[config.mk]
export PLATFORM = sky130hd
export DESIGN_NAME = instr_fetch_unit
export DESIGN_NICKNAME = d
export VERILOG_FILES = /design/src/rtl/instr_fetch_unit.sv
export SDC_FILE = /design/constraint.sdc
export NUM_CORES = 1
export LEC_CHECK = 0
export ABC_AREA = 1
export CORE_ASPECT_RATIO = 1.4
export CORE_MARGIN = 8
export CORE_UTILIZATION = 39
export CTS_CLUSTER_SIZE = 20
export DETAILED_ROUTE_END_ITERATION = 12
export PLACE_DENSITY = 0.66
export SYNTH_ARGS = -nofsm -noshare
export SYNTH_HDL_FRONTEND = slang
export SYNTH_SLANG_ARGS = --single-unit
[constraint.sdc]
create_clock -name clk -period 1.82 [get_ports clk]
set_input_delay 0.182 -clock clk [delete_from_list [all_inputs] [get_ports clk]]
set_output_delay 0.182 -clock clk [all_outputs]
set_load 0.1 [all_outputs]
[src/rtl/instr_fetch_unit.sv]
`default_nettype none
// ============================================================================
// Module      : instr_fetch_unit
// Description : Multi-byte instruction fetcher. It reads the opcode byte at
//               the PC, asks the external length decoder for the instruction
//               length, reads 0-2 operand bytes and presents the assembled
//               instruction to the control unit with a valid/ack handshake.
//               It owns the PC and advances it modulo 2^ADDR_WIDTH.
// Ports       : clk, reset (async, active-low)
//               start_i, pc_load_i, pc_load_val_i  - fetch request / jump
//               mem_addr_o, mem_rd_o, mem_rdata_i  - synchronous memory port
//               instr_len_i                        - decoded length of opcode_o
//               opcode_o, operand_o, instr_pc_o    - assembled instruction
//               pc_o, valid_o, ack_i, busy_o       - status / handshake
//               len_err_o                          - sticky length-0 error
// Revision    : 1.0 - initial release
// ============================================================================
module instr_fetch_unit #(
    parameter int                    ADDR_WIDTH   = 16,
    parameter int                    DATA_WIDTH   = 8,
    parameter logic [ADDR_WIDTH-1:0] RESET_VECTOR = 16'hF000
) (
    input  logic                  clk,
    input  logic                  reset,
    input  logic                  start_i,
    input  logic                  pc_load_i,
    input  logic [ADDR_WIDTH-1:0] pc_load_val_i,
    output logic [ADDR_WIDTH-1:0] mem_addr_o,
    output logic                  mem_rd_o,
    input  logic [DATA_WIDTH-1:0] mem_rdata_i,
    input  logic [1:0]            instr_len_i,
    output logic [DATA_WIDTH-1:0] opcode_o,
    output logic [15:0]           operand_o,
    output logic [ADDR_WIDTH-1:0] instr_pc_o,
    output logic [ADDR_WIDTH-1:0] pc_o,
    output logic                  valid_o,
    input  logic                  ack_i,
    output logic                  busy_o,
    output logic                  len_err_o
);

    typedef enum logic [3:0] {
        S_IDLE    = 4'd0,
        S_OP_REQ  = 4'd1,
        S_OP_LAT  = 4'd2,
        S_CHK_LEN = 4'd3,
        S_B2_REQ  = 4'd4,
        S_B2_LAT  = 4'd5,
        S_B3_REQ  = 4'd6,
        S_B3_LAT  = 4'd7,
        S_READY   = 4'd8
    } state_t;

    localparam logic [ADDR_WIDTH-1:0] PC_ONE = ADDR_WIDTH'(1);

    state_t                state_q,    state_d;
    logic [ADDR_WIDTH-1:0] pc_q,       pc_d;
    logic [ADDR_WIDTH-1:0] instr_pc_q, instr_pc_d;
    logic [DATA_WIDTH-1:0] opcode_q,   opcode_d;
    logic [15:0]           operand_q,  operand_d;
    logic [1:0]            len_q,      len_d;
    logic                  len_err_q,  len_err_d;

    always_ff @(posedge clk or negedge reset) begin
        if (!reset) begin
            state_q    <= S_IDLE;
            pc_q       <= RESET_VECTOR;
            instr_pc_q <= '0;
            opcode_q   <= '0;
            operand_q  <= '0;
            len_q      <= '0;
            len_err_q  <= 1'b0;
        end else begin
            state_q    <= state_d;
            pc_q       <= pc_d;
            instr_pc_q <= instr_pc_d;
            opcode_q   <= opcode_d;
            operand_q  <= operand_d;
            len_q      <= len_d;
            len_err_q  <= len_err_d;
        end
    end

    always_comb begin
        state_d    = state_q;
        pc_d       = pc_q;
        instr_pc_d = instr_pc_q;
        opcode_d   = opcode_q;
        operand_d  = operand_q;
        len_d      = len_q;
        len_err_d  = len_err_q;

        unique case (state_q)
            S_IDLE: begin
                // A jump and a start in the same cycle fetch from the target.
                if (pc_load_i) begin
                    pc_d = pc_load_val_i;
                end
                if (start_i) begin
                    state_d    = S_OP_REQ;
                    operand_d  = '0;
                    instr_pc_d = pc_load_i ? pc_load_val_i : pc_q;
                end
            end
            S_OP_REQ: state_d = S_OP_LAT;
            S_OP_LAT: begin
                opcode_d = mem_rdata_i;
                pc_d     = pc_q + PC_ONE;
                state_d  = S_CHK_LEN;
            end
            S_CHK_LEN: begin
                // Length is latched here because instr_len_i follows
                // opcode_o combinationally and is only trusted now.
                len_d = instr_len_i;
                unique case (instr_len_i)
                    2'd0: begin
                        len_err_d = 1'b1;
                        state_d   = S_READY;
                    end
                    2'd1:    state_d = S_READY;
                    default: state_d = S_B2_REQ;
                endcase
            end
            S_B2_REQ: state_d = S_B2_LAT;
            S_B2_LAT: begin
                operand_d[7:0] = mem_rdata_i[7:0];
                pc_d           = pc_q + PC_ONE;
                state_d        = (len_q == 2'd3) ? S_B3_REQ : S_READY;
            end
            S_B3_REQ: state_d = S_B3_LAT;
            S_B3_LAT: begin
                operand_d[15:8] = mem_rdata_i[7:0];
                pc_d            = pc_q + PC_ONE;
                state_d         = S_READY;
            end
            S_READY: begin
                if (ack_i) begin
                    if (start_i) begin
                        state_d    = S_OP_REQ;
                        operand_d  = '0;
                        instr_pc_d = pc_q;
                    end else begin
                        state_d = S_IDLE;
                    end
                end
            end
            default: state_d = S_IDLE;
        endcase
    end

    assign mem_addr_o = pc_q;
    assign mem_rd_o   = (state_q == S_OP_REQ) || (state_q == S_B2_REQ) ||
                        (state_q == S_B3_REQ);
    assign opcode_o   = opcode_q;
    assign operand_o  = operand_q;
    assign instr_pc_o = instr_pc_q;
    assign pc_o       = pc_q;
    assign valid_o    = (state_q == S_READY);
    assign busy_o     = (state_q != S_IDLE);
    assign len_err_o  = len_err_q;

endmodule
`default_nettype wire

# Word level (Yosys, flattened, before mapping)
# Cells that the tools add are included.
dict set report word_totals {
  regBits 63
  inputBits 31
  output_inout_bits 76
  word_cells 54
}
dict set report op_classes {
  add_sub_neg 1
  eq_ne 13
  mux 16
  reduce_logical 16
}
# operator n
set ops {}
lappend ops {{16-bit two-way mux} 6}
lappend ops {{16-bit case mux with 2 select lines} 2}
lappend ops {{8-bit case mux with 3 select lines} 2}
lappend ops {{4-bit case mux with 9 select lines} 1}
lappend ops {{16-bit by 1-bit adder with 16-bit output, second input constant} 1}
lappend ops {{4-bit by 3-bit == test with 1-bit output, second input constant} 4}
lappend ops {{4-bit two-way mux} 4}
lappend ops {{4-bit by 2-bit == test with 1-bit output, second input constant} 2}
lappend ops {{2-bit AND reduction} 4}
lappend ops {{3-bit nonzero test} 2}
lappend ops {{4-bit by 1-bit == test with 1-bit output, second input constant} 1}
lappend ops {{4-bit == test, second input constant} 1}
lappend ops {{4-bit logical NOT} 1}
lappend ops {{2-bit inequality test, second input constant} 2}
lappend ops {{4-bit AND reduction} 1}
lappend ops {{2-bit nonzero test} 2}
lappend ops {{4-bit nonzero test} 1}
lappend ops {{3-bit OR reduction} 1}
lappend ops {{2-bit by 1-bit == test with 1-bit output, second input constant} 1}
lappend ops {{2-bit == test, second input constant} 1}
lappend ops {{2-bit logical NOT} 1}
lappend ops {{1-bit logical OR} 2}
lappend ops {{2-bit by 1-bit inequality test with 1-bit output, second input constant} 1}
lappend ops {{2-bit OR reduction} 1}
lappend ops {{1-bit two-way mux} 1}

# Depth between registers and ports, before layout
# Gate-level depths: netlist of the first run.
dict set report logic_depth {
  word_depth 4
  mapped_depth 10
  depth_no_buf 10
}

# Least setup slack after synthesis of the first run
# OpenSTA, ideal clock, no wires.
dict set report synth_timing {
  kind {reg-to-reg}
  from {register pc_q[0], in the netlist mem_addr_o[0]}
  to {register pc_q[10], in the netlist mem_addr_o[10]}
  setup_ps 120
  arrival_time_ps 2000
  t_required_ps 1700
  slack_ps -300
  path_stages_with_launch 11
  n_path_buf 0
  period_less_slack_ps 2120
  cell_sequence {dfrtp_1 > ha_1 > nand3_1 > inv_1 > nand2_1 > nor2_1 > nand2_1 > nand2_1 > nand2_1 > nand2_1 > nand2_1}
}
dict set report synth_via {
  elab_chain_len 2
}
# item line
set synth_rtl {}
lappend synth_rtl {{from (decl)} 57} ;# logic [ADDR_WIDTH-1:0] pc_q, pc_d;
lappend synth_rtl {{from (signal assigned)} 75} ;# pc_q <= pc_d;
lappend synth_rtl {{16-bit by 1-bit adder with 16-bit output} {108, 127, 133}}
lappend synth_rtl {{16-bit case mux with 2 select lines} 93} ;# unique case (state_q)
# No other way between the ends.
# A chain may end at the register's enable or synchronous reset.

# Final worst setup path of the first run
dict set report layout_timing {
  from {register state_q[0]}
  to {output port busy_o}
}
dict set report layout_via {
  elab_chain_len 1
}
# item line
set layout_rtl {}
lappend layout_rtl {{from (decl)} 56} ;# state_t state_q, state_d;
lappend layout_rtl {{from (signal assigned)} 74} ;# state_q <= state_d;
lappend layout_rtl {{4-bit nonzero test} 159} ;# assign busy_o = (state_q != S_IDLE);
lappend layout_rtl {{to (decl)} 38} ;# output logic busy_o,
# No other way between the ends.

==> impl_metrics.yaml, run 1 <==
status:
  status: "completed"
worst_setup_path:
  endpoint_kind: "primary output"
  crit_path_top_delay_cell: "dfrtp_1"
  path_cells: "inv_2 > nand3_4 > nor2_4 > inv_2 > buf_12"
  cp_common_cell: "inv_2"
  critPathLaunchType: "flop"
  crit_required_ns: 1.64
  timing_worst_setup_path_type: "reg2out"
  cp_max_fo: 11
  cp.arrival_ns: 1.56
  slowest_delay_ns: 0.42
global_routing:
  grt_overflow_total: 0
  grt_use_met1_pct: 20.0
  grt_pass1_vias: 3416
  grt_max_degree: 64
  top_usage_layer: "met2"
  grt_use_total_pct: 17.3
  grt_pass1_wl_um: 16700
  use_met2_pct: 29.4
  use_met3_pct: 3.58
  antenna_found_initial: 0
floorplan:
  rows: 41
  chipWidth_um: 95.9
  die_y_um: 128
  io-pin-count: 107
  die-area_um2: 12300
  coreArea_um2: 8870
  start_util_pct: 39.3
synth:
  synth_seq_cells: 63
  async_flop_share_pct: 100
  post-synth-top-count-cell: "nand2_1"
  ys_types: 32
  synth_common_cells: "nand2_1, dfrtp_1, nand3_1"
  netlist_area_um2: 3490
  yosysSeqAreaShare_pct: 45.3
  synth_edf_count: 0
  synth_top_area_cell: "dfrtp_1"
  synthCells: 445
  syn_nets: 477
  ys_warn_count: 0
  ys.flop_type: "dfrtp_1"
  yosys-top-cells-area: "dfrtp_1, nand2_1, nand3_1, buf_4, o21ai_0"
  yosysTopAreaCellShare_pct: 42.3
  syn_avg_cell_area_um2: 7.84
clocking:
  cts_sinks: 63
  cts_root_buffer: "clkbuf_16"
  clk_latency_ns: 0.33
  cts-buffers-inserted: 9
  cts_tree: "done"
  h-tree-depth: 3
  clockBufferDepth: 2
  clk_pin_slew_ns: 0.05
timing:
  worst-slew-pin-transition_ns: 0.522
  setup_viol: 0
  max_freq_ghz: 0.576
  rsz0062_at_grt: "yes"
  period_needed_ns: 1.74
  fin_tns_setup_ns: 0
  relSlewSlack_pct: 65.1
  skew_ns: 0.00252
  min_period_over_period_pct: 95.4
  hold_violations: 0
  drv_slew: 0
route:
  vias: 3330
  wl_um: 10200
  detail_route.first_pass.iterations: 4
  drtAntennaViolNets: 0
  drt_iter0_markers: 147
  drc_errors: 0
  wl_per_cell_um: 15.5
  via_per_inst: 5.08
placed_design:
  gp_congestion: 0.864
  dp_hpwl_um: 7460
  placed_cell_area_um2: 4620
  port_buffers: 106
cells_and_area:
  area_growth_pct: 43.3
  antennaDiodeCount: 0
  design_area_um2: 5000
  n_fill_cell: 832
  drive_above_1_share_pct: 26.2
  layout.nets: 576
flow_run:
  maxCapViolations: 0
hold_path:
  hp-class: "in2async"
[path summary, 6_finish.rpt]
| kind | endpoint | depth (start not counted) | startpoint | slack, ns |
|---|---|---|---|---|
| worst max-delay path | busy_o | 5 | state_q[0]$_DFFE_PN0P_ | 0.08 |
| worst min-delay path | instr_pc_o[2]$_DFFE_PN0P_ | 3 | reset | 0.39 |
| worst max register to register | mem_addr_o[7]$_DFFE_PN0P_ | 9 | state_q[2]$_DFFE_PN0P_ | 0.23 |
| worst min register to register | len_err_o$_DFFE_PN0P_ | 1 | len_err_o$_DFFE_PN0P_ | 0.47 |
| max in group asynchronous | mem_addr_o[13]$_DFFE_PN1P_ | 3 | reset | 1.10 |
| min in group clk | operand_o[0]$_DFFE_PN0P_ | 3 | mem_rdata_i[0] | 0.44 |
[cells by family after synthesis]
| family | share of synthesized area [%] |
|---|---|
| buffers and inverters | 10.8 |
| DFF | 45.3 |
| adders and majority gates | 0.359 |
| xor gates and xnor gates | 0.502 |
| muxes | 0.574 |
| AOI/OAI and AO/OA | 15.1 |
| and+or+nand+nor | 27.3 |
[timing repair]
item,in CTS,in global routing
hold endpoints to repair,59,0
endpoints found under the setup margin,0,5
hold buffers,1,0
gates resized for setup,0,2
buffers inserted,0,2
[routing by layer]
layer  part of all wire, %  up-vias
li1                      -     1632
met1                    38     1566
met2                    52      116
met3                   7.8       16
met4                   2.0        0
met5                     0        -
[per-stage QoR]
stage / hold slack, ns / cells / setup slack [ns] / utilization, %
after floorplan: -0.114 / 445 / 0.0286 / -
after global placement: 0.225 / 637 / 0.210 / 52.1
after detailed placement: 0.226 / 637 / 0.152 / 52.1
after CTS: 0.419 / 654 / 0.0591 / 56.1
after global routing: 0.452 / 656 / -0.00172 / 56.3
final: 0.392 / 656 / 0.0828 / 56.3
[state kept, by name, summed over array words and instances, names as in the netlist]
signal	count
instr_pc_o	16
len_err_o	1
len_q	2
mem_addr_o	16
opcode_o	8
operand_o	16
state_q	4
[cell usage in the layout, fill, tap and decap left out, types with 2 or more instances in the layout]
cell type / instances
nor2_1: 29
dfrtp_1: 50
inv_2: 7
buf_12: 21
nand2_2: 2
mux2i_1: 2
o211ai_1: 11
clkdlybuf4s50_1: 29
bufinv_16: 3
clkbuf_16: 9
o21ai_0: 28
a211oi_1: 2
nand2_1: 145
inv_1: 33
nand4_1: 4
o22ai_1: 3
dfrtp_2: 9
o21ai_1: 15
nand2_4: 2
nand3_1: 34
xor2_1: 2
nor2_4: 2
a21oi_1: 11
dfstp_2: 4
o211ai_2: 10
buf_4: 67
clkbuf_1: 3
[layout make-up]
type	instances	area, um2	share of cell area, %
clock inverter	3	90.1	1.80
sequential	63	1590	31.9
clock buffer	13	250	5.01
inverter	41	156	3.13
multi-input combinational	309	1540	30.7
tap	107	134	2.68
timing repair buffer	120	1240	24.8
[critical path, delay by kind of cell (launching register included)]
family / cells / cell delay, ns
flip-flops: 1 / 0.42
buffers and inverters: 3 / 0.49
AND/OR/NAND/NOR: 2 / 0.31
Power of run 1 is not shown: default switching activity piles up to over one toggle a cycle in this logic, so the estimate is an artifact.
==> inputs of run 2 (changes only) <==
--- a/config.mk
+++ b/config.mk
@@ -12,6 +12,7 @@
 export CTS_CLUSTER_SIZE = 20
 export DETAILED_ROUTE_END_ITERATION = 12
 export PLACE_DENSITY = 0.66
+export SLEW_MARGIN = 20
 export SYNTH_ARGS = -nofsm -noshare
 export SYNTH_HDL_FRONTEND = slang
 export SYNTH_SLANG_ARGS = --single-unit
==> constraint.sdc (replaced) <==
create_clock -name clk -period 2.2 [get_ports clk]
set_input_delay 0.22 -clock clk [delete_from_list [all_inputs] [get_ports clk]]
set_output_delay 0.22 -clock clk [all_outputs]
set_load 0.1 [all_outputs]
==> run 2 against run 1 <==
  * Core utilization decreased by 3.4 points
  * Clock skew rose by 0.0041 ns
  * Design area is 6.1% lower
  * Setup slack improved by 0.24 ns
  * Non-clock buffer count fell by 7
  * Final cell count shrank 1.1%
  * Register-to-register slack better by 0.29 ns
  * Sequential share of layout area is 1.8 points higher
  * Routed wire length grew 1.9%
  * Worst hold slack better by 0.024 ns
  * Die area unchanged
  * Critical path type unchanged
==> impl_metrics.yaml, run 2 (synthesis results as in run 1) <==
cells_and_area:
  mostFrequentLayoutCell: "nand2_1"
  antennaDiodeCount: 0
  n_fill_cell: 851
  area_growth_pct: 34.6
  final_cell_mix: "nand2_1, buf_4, dfrtp_1"
  layout.nets: 569
  final_util_pct: 52.9
  drive_above_1_share_pct: 24.2
  regArea_um2: 1580
  multi_input_area_um2: 1530
worst_setup_path:
  endpoint_kind: "primary output"
  ff2ff_path_depth: 8
  path_cells: "inv_2 > nand3_4 > nor2_4 > inv_2 > buf_12"
  crit_buf_inv: 3
  cp.depth: 5
  rr_endpoint: "operand_o[12]$_DFFE_PN0P_"
  cp_common_cell: "inv_2"
  cp.arrival_ns: 1.66
  crit_family: "buffers and inverters"
  timing_worst_setup_path_type: "reg2out"
  reg2reg_from: "state_q[0]$_DFFE_PN0P_"
  reg2reg_setup_slack_ns: 0.52
  crit_required_ns: 1.98
  endpoint: "busy_o"
  critPathLaunchType: "flop"
  crit_path_top_delay_cell: "dfrtp_1"
  slowest_delay_ns: 0.42
  cp_max_fo: 11
  crit_path_start: "state_q[0]$_DFFE_PN0P_"
clocking:
  ctsHoldBuffers: 1
  h-tree-depth: 3
  post-cts-setup-buffers: 0
  clk_latency_ns: 0.33
  cts_root_buffer: "clkbuf_16"
  clockBufferDepth: 2
  cts_tree: "done"
  cts_sinks: 63
  clk_pin_slew_ns: 0.06
  cts.repair.resized: 0
  cts-buffers-inserted: 9
hold_path:
  hp-class: "in2async"
timing:
  min_period_over_period_pct: 85.2
  period_needed_ns: 1.88
  worst-slew-pin-transition_ns: 0.515
  whs_ns: 0.415
  relSlewSlack_pct: 65.6
  rsz0062_at_grt: "no"
  fin_tns_setup_ns: 0
  max_freq_ghz: 0.533
  skew_ns: 0.00667
  drv_slew: 0
  hold_violations: 0
  setup_viol: 0
route:
  wl_um: 10400
  drc_errors: 0
  drtAntennaViolNets: 0
  via_per_inst: 5.08
  wl_per_cell_um: 16.0
  detail_route.first_pass.iterations: 5
  vias: 3294
  drt_iter0_markers: 177
flow_run:
  maxCapViolations: 0
placed_design:
  port_buffers: 106
  dp_hpwl_um: 7640
  gp_congestion: 0.890
global_routing:
  grt_pass1_wl_um: 17000
  grt_pass1_vias: 3386
  grt_overflow_total: 0
  antenna_found_initial: 0
  grt_max_degree: 64
  grt_use_total_pct: 17.6
status:
  status: "completed"
floorplan:
  coreArea_um2: 8870
  chipWidth_um: 95.9
  die_y_um: 128
  rows: 41
  die-area_um2: 12300
  start_util_pct: 39.3
  io-pin-count: 107
==> run 2: how the worst min path moves through the flow <==
stage,end,slack [ns],cells past startpoint
3_5_place_dp,mem_addr_o[2]$_DFFE_PN0P_,0.26,2
5_1_grt,mem_addr_o[2]$_DFFE_PN0P_,0.45,3
4_1_cts,mem_addr_o[2]$_DFFE_PN0P_,0.46,3
2_1_floorplan,instr_pc_o[0]$_DFFE_PN0P_,-0.08,0
3_3_place_gp,mem_addr_o[0]$_DFFE_PN0P_,0.26,2
6_report,mem_addr_o[2]$_DFFE_PN0P_,0.42,3
==> run 2: worst register-to-register path, cell delays in order, from the launching register on <==
cell,delay [ns]
dfrtp_1,0.42
inv_2,0.11
nand3_4,0.12
nor2_8,0.16
nand2_2,0.11
nand2_4,0.18
buf_4,0.28
nand3_1,0.09
o21ai_0,0.11
==> run 2: through the flow <==
stage | setup WS [ns] | area, um2 | cells
after floorplan | 0.0800 | 3490 | 445
after global placement | 0.530 | 4360 | 632
after detailed placement | 0.487 | 4360 | 632
after CTS | 0.299 | 4690 | 649
after global routing | 0.208 | 4690 | 649
final | 0.325 | 4690 | 649
==> run 2: layout make-up <==
| class | instances | share of cell area, % |
|---|---|---|
| Timing Repair Buffer | 113 | 20.7 |
| Clock buffer | 9 | 4.80 |
| Tap cell | 107 | 2.85 |
| Sequential cell | 63 | 33.7 |
| Clock inverter | 7 | 2.05 |
| Multi-Input combinational cell | 309 | 32.6 |
| Inverter | 41 | 3.33 |
==> run 2: routing by layer <==
| metal | routed length, um | GRT usage [%] | part of all wire, % | up-vias |
|---|---|---|---|---|
| li1 | - | - | - | 1626 |
| met1 | 4100 | 21.0 | 40 | 1546 |
| met2 | 5290 | 29.3 | 51 | 111 |
| met3 | 861 | 5.04 | 8.3 | 11 |
| met4 | 129 | 5.54 | 1.2 | 0 |
| met5 | 0 | 0 | 0 | - |
Power of run 2 is left out for the same reason.
